## src/rtl/product_requantizer.sv

```systemverilog
// product_requantizer: round a signed product back to activation precision,
// apply (leaky) ReLU, saturate, and count clipped words; 2-stage valid/ready pipe.
`default_nettype none

module product_requantizer #(
  parameter int DATA_W_I   = 20,
  parameter int DATA_W_O   = 10,
  parameter int FRAC_SHIFT = 5,
  parameter int LEAKY_EN   = 1,
  parameter int LEAK_SHIFT = 3,
  parameter int CNT_W      = 16
) (
  input  logic                       clk,
  input  logic                       rst,
  input  logic                       in_valid,
  output logic                       in_ready,
  input  logic signed [DATA_W_I-1:0] in_data,
  output logic                       out_valid,
  input  logic                       out_ready,
  output logic signed [DATA_W_O-1:0] out_data,
  output logic        [CNT_W-1:0]    sat_cnt,
  output logic                       sat_flag
);

  localparam int W1 = DATA_W_I + 1;
  localparam logic signed [W1-1:0] ROUND = W1'(2 ** (FRAC_SHIFT - 1));
  localparam logic signed [W1-1:0] OMAX  = W1'(2 ** (DATA_W_O - 1) - 1);
  localparam logic signed [W1-1:0] OMIN  = W1'(-(2 ** (DATA_W_O - 1)));
  localparam logic [CNT_W-1:0]     CMAX  = {CNT_W{1'b1}};

  logic                 s1_valid;
  logic signed [W1-1:0] s1_r;
  logic                 out_sat;

  logic                 s1_ready;
  logic                 s2_ready;
  logic                 in_fire;
  logic                 out_fire;
  logic signed [W1-1:0] ext;
  logic signed [W1-1:0] rnd_sum;
  logic signed [W1-1:0] r_next;
  logic signed [W1-1:0] act;
  logic [DATA_W_O-1:0]  clamped;
  logic                 clip;

  // Ready chain runs combinationally from out_ready back to in_ready.
  assign s2_ready = !out_valid || out_ready;
  assign s1_ready = !s1_valid || s2_ready;
  assign in_ready = s1_ready;
  assign in_fire  = in_valid && s1_ready;
  assign out_fire = out_valid && out_ready;

  // One guard bit keeps the rounding add from overflowing.
  always_comb begin
    ext     = {in_data[DATA_W_I-1], in_data};
    rnd_sum = ext + ROUND;
    r_next  = rnd_sum >>> FRAC_SHIFT;
  end

  always_comb begin
    act     = s1_r;
    clamped = s1_r[DATA_W_O-1:0];
    clip    = 1'b0;
    if (s1_r < 0) begin
      if (LEAKY_EN != 0) act = s1_r >>> LEAK_SHIFT;
      else               act = '0;
    end
    if (act > OMAX) begin
      clamped = OMAX[DATA_W_O-1:0];
      clip    = 1'b1;
    end else if (act < OMIN) begin
      clamped = OMIN[DATA_W_O-1:0];
      clip    = 1'b1;
    end else begin
      clamped = act[DATA_W_O-1:0];
    end
  end

  always_ff @(posedge clk) begin
    if (rst) begin
      s1_valid  <= 1'b0;
      s1_r      <= '0;
      out_valid <= 1'b0;
      out_data  <= '0;
      out_sat   <= 1'b0;
      sat_cnt   <= '0;
      sat_flag  <= 1'b0;
    end else begin
      if (s1_ready) s1_valid <= in_valid;
      if (in_fire)  s1_r     <= r_next;
      if (s2_ready) begin
        out_valid <= s1_valid;
        if (s1_valid) begin
          out_data <= clamped;
          out_sat  <= clip;
        end
      end
      // The saturation bit is counted only when its word is actually delivered.
      if (out_fire && out_sat) begin
        sat_flag <= 1'b1;
        if (sat_cnt != CMAX) sat_cnt <= sat_cnt + CNT_W'(1);
      end
    end
  end

endmodule

`default_nettype wire
```

## config.mk

```make
export PLATFORM = sky130hd
export DESIGN_NAME = product_requantizer
export DESIGN_NICKNAME = d
export VERILOG_FILES = /design/src/rtl/product_requantizer.sv
export SDC_FILE = /design/constraint.sdc
export NUM_CORES = 1
export LEC_CHECK = 0
export CORE_MARGIN = 4
export CORE_UTILIZATION = 35
export CTS_CLUSTER_SIZE = 10
export DETAILED_ROUTE_END_ITERATION = 10
export PLACE_DENSITY = 0.57
export SKIP_LAST_GASP = 1
export SLEW_MARGIN = 20
export SYNTH_ARGS = -nofsm -noshare
export SYNTH_HDL_FRONTEND = slang
export SYNTH_SLANG_ARGS = --single-unit
```

## constraint.sdc

```tcl
create_clock -name clk -period 3.75 [get_ports clk]
set_clock_uncertainty 0.15 [all_clocks]
set_input_delay 0.75 -clock clk [delete_from_list [all_inputs] [get_ports clk]]
set_output_delay 0.75 -clock clk [all_outputs]
set_load 0.01 [all_outputs]
```

==> summary.md <==
| Metric | Value |
|---|---|
| Crit-path most repeated cell | `clkdlybuf4s50_1` |
| Post-synth EDFFs | `0` |
| Netlist cell types | `37` |
| Worst-path cell chain | `clkdlybuf4s50_1 > nand3b_1 > clkdlybuf4s50_1` |
| Via count | `1953` |
| CTS Buffer Depth | `2` |
| RSZ-0062 raised after global routing | `false` |
| Worst reg2reg path depth | `6` |
| Wirelength per Cell | `12.9 µm` |
| P per Cell Area | `332 nW/µm²` |
| Cts bufs inserted | `5` |
| Total Routing Usage GR | `13.1%` |
| Share of cells above drive strength 1 | `6.86%` |
| Maxcap violations | `0` |
| Tmin final | `2.87 ns` |
| WP data required | `2.85 ns` |
| I/O pin count | `53` |
| Synth-to-layout area growth | `26.6%` |
| Static Leak | `0.957 nW` |
| Clock tree root driver cell | `clkbuf_8` |
| Mapped Cells | `260` |
| Post-Synthesis Cell Area | `2240 µm²` |
| Synthesis warning total | `0` |
| Util after Layout | `46.8%` |
| Worst vdd ir | `0.134 mV` |
| Critical Path Start | `out_ready` |
| DRT iter0 DRCs | `47` |
| Synth area leader | `dfxtp_1` |
| Flops & latches, synth | `46` |
| Routability congestion estimate | `0.748` |
| Largest net degree at the start of global routing | `38` |
| Tcrit/Tclk final | `76.5%` |
| Worst-path clk slew | `0.07 ns` |
| Setup crit start kind | `input port` |
| Crit Path Category | `in2out` |
| Critical Path Max Stage Delay | `0.56 ns` |
| Most instantiated cells after synthesis | `dfxtp_1, a21oi_1, nor2_1` |
| N_diodes | `0` |
| Detailed Routing Iterations Pass 1 | `4` |
| Synth area leaders | `dfxtp_1, a21oi_1, a211oi_1, mux2_2, xnor2_1` |
| Critical Path End Type | `output port` |
| DP Area | `2760 µm²` |
| Die Wd | `88.0 µm` |
| Post-synth ARST share | `0%` |
| FF-to-FF Start | `sat_cnt[0]` |
| IO Port Bufs | `48` |
| Sequential element share of the synthesized area | `41.1%` |
| Outcome | `finished clean` |
| Class of the worst hold path | `reg2reg` |
| H-tree depth | `2` |
| DRC viols | `0` |
| Setup TNS | `0 ns` |
| Total gr overflow | `0` |
| Initial antenna violation count | `0` |
| Critical R2R Capture | `sat_cnt[1]` |
| Clock Latency Late Sink | `0.29 ns` |
| Die height | `88.0 µm` |
| Clock Sinks | `46` |
| WP data arrival | `1.97 ns` |
| Final wirelength | `4.91 mm` |
| Vias per inst | `5.13` |
| Crit-path slowest cell | `clkdlybuf4s50_1` |
| Resize count post-CTS | `0` |
| Final-report setup violation count | `0` |
| Setup slack, reg-to-reg | `1.50 ns` |
| Worst Tran Pin Value | `0.545 ns` |
| ANT nets after route | `0` |
| Syn Area/Cell | `8.61 µm²` |
| HPWL after DPL | `3.59 mm` |
| Most common cell in the netlist | `dfxtp_1` |
| Cts hold-fix bufs | `0` |
| Row Count | `28` |
| Synth top area share | `41.1%` |
| Syn nets | `286` |
| Fmax | `349 MHz` |
| Slew margin rel. | `63.3%` |
| TritonCTS clock tree | `done` |
| Synth Flop Type | `dfxtp_1` |
| Final nets | `332` |
| Core ar. | `6060 µm²` |
| Crit path capture | `in_ready` |
| CP max FO | `4` |
| Design Area, Final | `2840 µm²` |
| Die area | `7740 µm²` |
| Vias in the first global route | `1819` |
| Initial Utilization | `37.0%` |
| First-pass GRT wire length | `8.18 mm` |
| Postcts setup bufs | `0` |
| Fin. max-slew vios | `0` |
| Final hold vios | `0` |
cells by family (layout without fill, tap and decap cells):
logic type / Yosys count / in the layout / share of synthesized area (%)
buffers and inverters: 18 / 64 / 4.41
multiplexers: 12 / 12 / 5.87
flip-flops: 46 / 46 / 41.1
AO/OA/AOI/OAI: 68 / 68 / 18.4
XOR/XNOR: 14 / 14 / 5.47
adder cells (fa/ha/maj): 2 / 2 / 1.12
AND/OR/NAND/NOR: 100 / 100 / 23.6
power breakdown:
group	switching [mW]	internal (mW)	total, mW
sequential	0.0163	0.511	0.528
clock	0.154	0.129	0.283
combinational	0.0614	0.0684	0.130
total	0.232	0.708	0.941
critical path: cells and delay by family:
family,cells,cell delay (ns)
buffers and inverters,2,1.05
AND/OR/NAND/NOR,1,0.17
per-stage QoR:
step,power [mW],cells,setup WS [ns],hold slack [ns]
after floorplan,0.611,260,1.72,0.284
after global placement,0.670,374,0.877,0.295
after detailed placement,0.671,374,0.880,0.310
after CTS,0.954,381,0.871,0.321
after global routing,0.984,381,0.822,0.370
final,0.941,381,0.882,0.318
registers in the layout (all words and copies together) (netlist names):
| register | flops |
|---|---|
| out_data | 10 |
| out_sat | 1 |
| out_valid | 1 |
| s1_r | 16 |
| s1_valid | 1 |
| sat_cnt | 16 |
| sat_flag | 1 |
routing by layer:
metal	share of wire (%)	GRT usage (%)	wire length [µm]
met1	48	16.2	2360
met2	46	22.7	2280
met3	4.8	2.54	235
met4	0.81	4.60	40
met5	0	0	0
layout by cell type, fill, tap and decap left out, drive strengths merged, types with 2 or more instances in the layout:
cell type | synthesis | layout
a211oi | 14 | 14
a21oi | 25 | 25
and2 | 3 | 3
and3 | 6 | 6
buf | 6 | 3
clkbuf | 6 | 7
clkdlybuf4s50 | 0 | 48
dfxtp | 46 | 46
ha | 2 | 2
inv | 6 | 6
mux2 | 9 | 9
mux2i | 3 | 3
nand2 | 19 | 19
nand2b | 2 | 2
nand3 | 12 | 12
nand4 | 9 | 9
nor2 | 23 | 23
nor3 | 5 | 5
nor4 | 3 | 3
o21ai | 19 | 19
o31ai | 4 | 4
o41ai | 2 | 2
or3 | 10 | 10
or4 | 5 | 5
xnor2 | 11 | 11
xor2 | 3 | 3
area by class of cell:
class / count / area, µm²
tap: 75 / 93.8
inverter: 6 / 22.5
sequential: 46 / 921
fill: 604 / 3220
timing repair buffer: 51 / 503
clock buffer: 7 / 76.3
multi-input combinational: 196 / 1220
worst min-delay path by stage:
stage	slack, ns	to	from	cells past startpoint
after floorplan	0.28	out_valid	s1_valid	2
after global placement	0.29	out_valid	s1_valid	2
after detailed placement	0.31	out_valid	s1_valid	2
after CTS	0.32	out_valid	s1_valid	2
after global routing	0.37	out_valid	s1_valid	2
final	0.32	out_valid	s1_valid	2
Note: power is estimated with default switching activity, not from simulation.
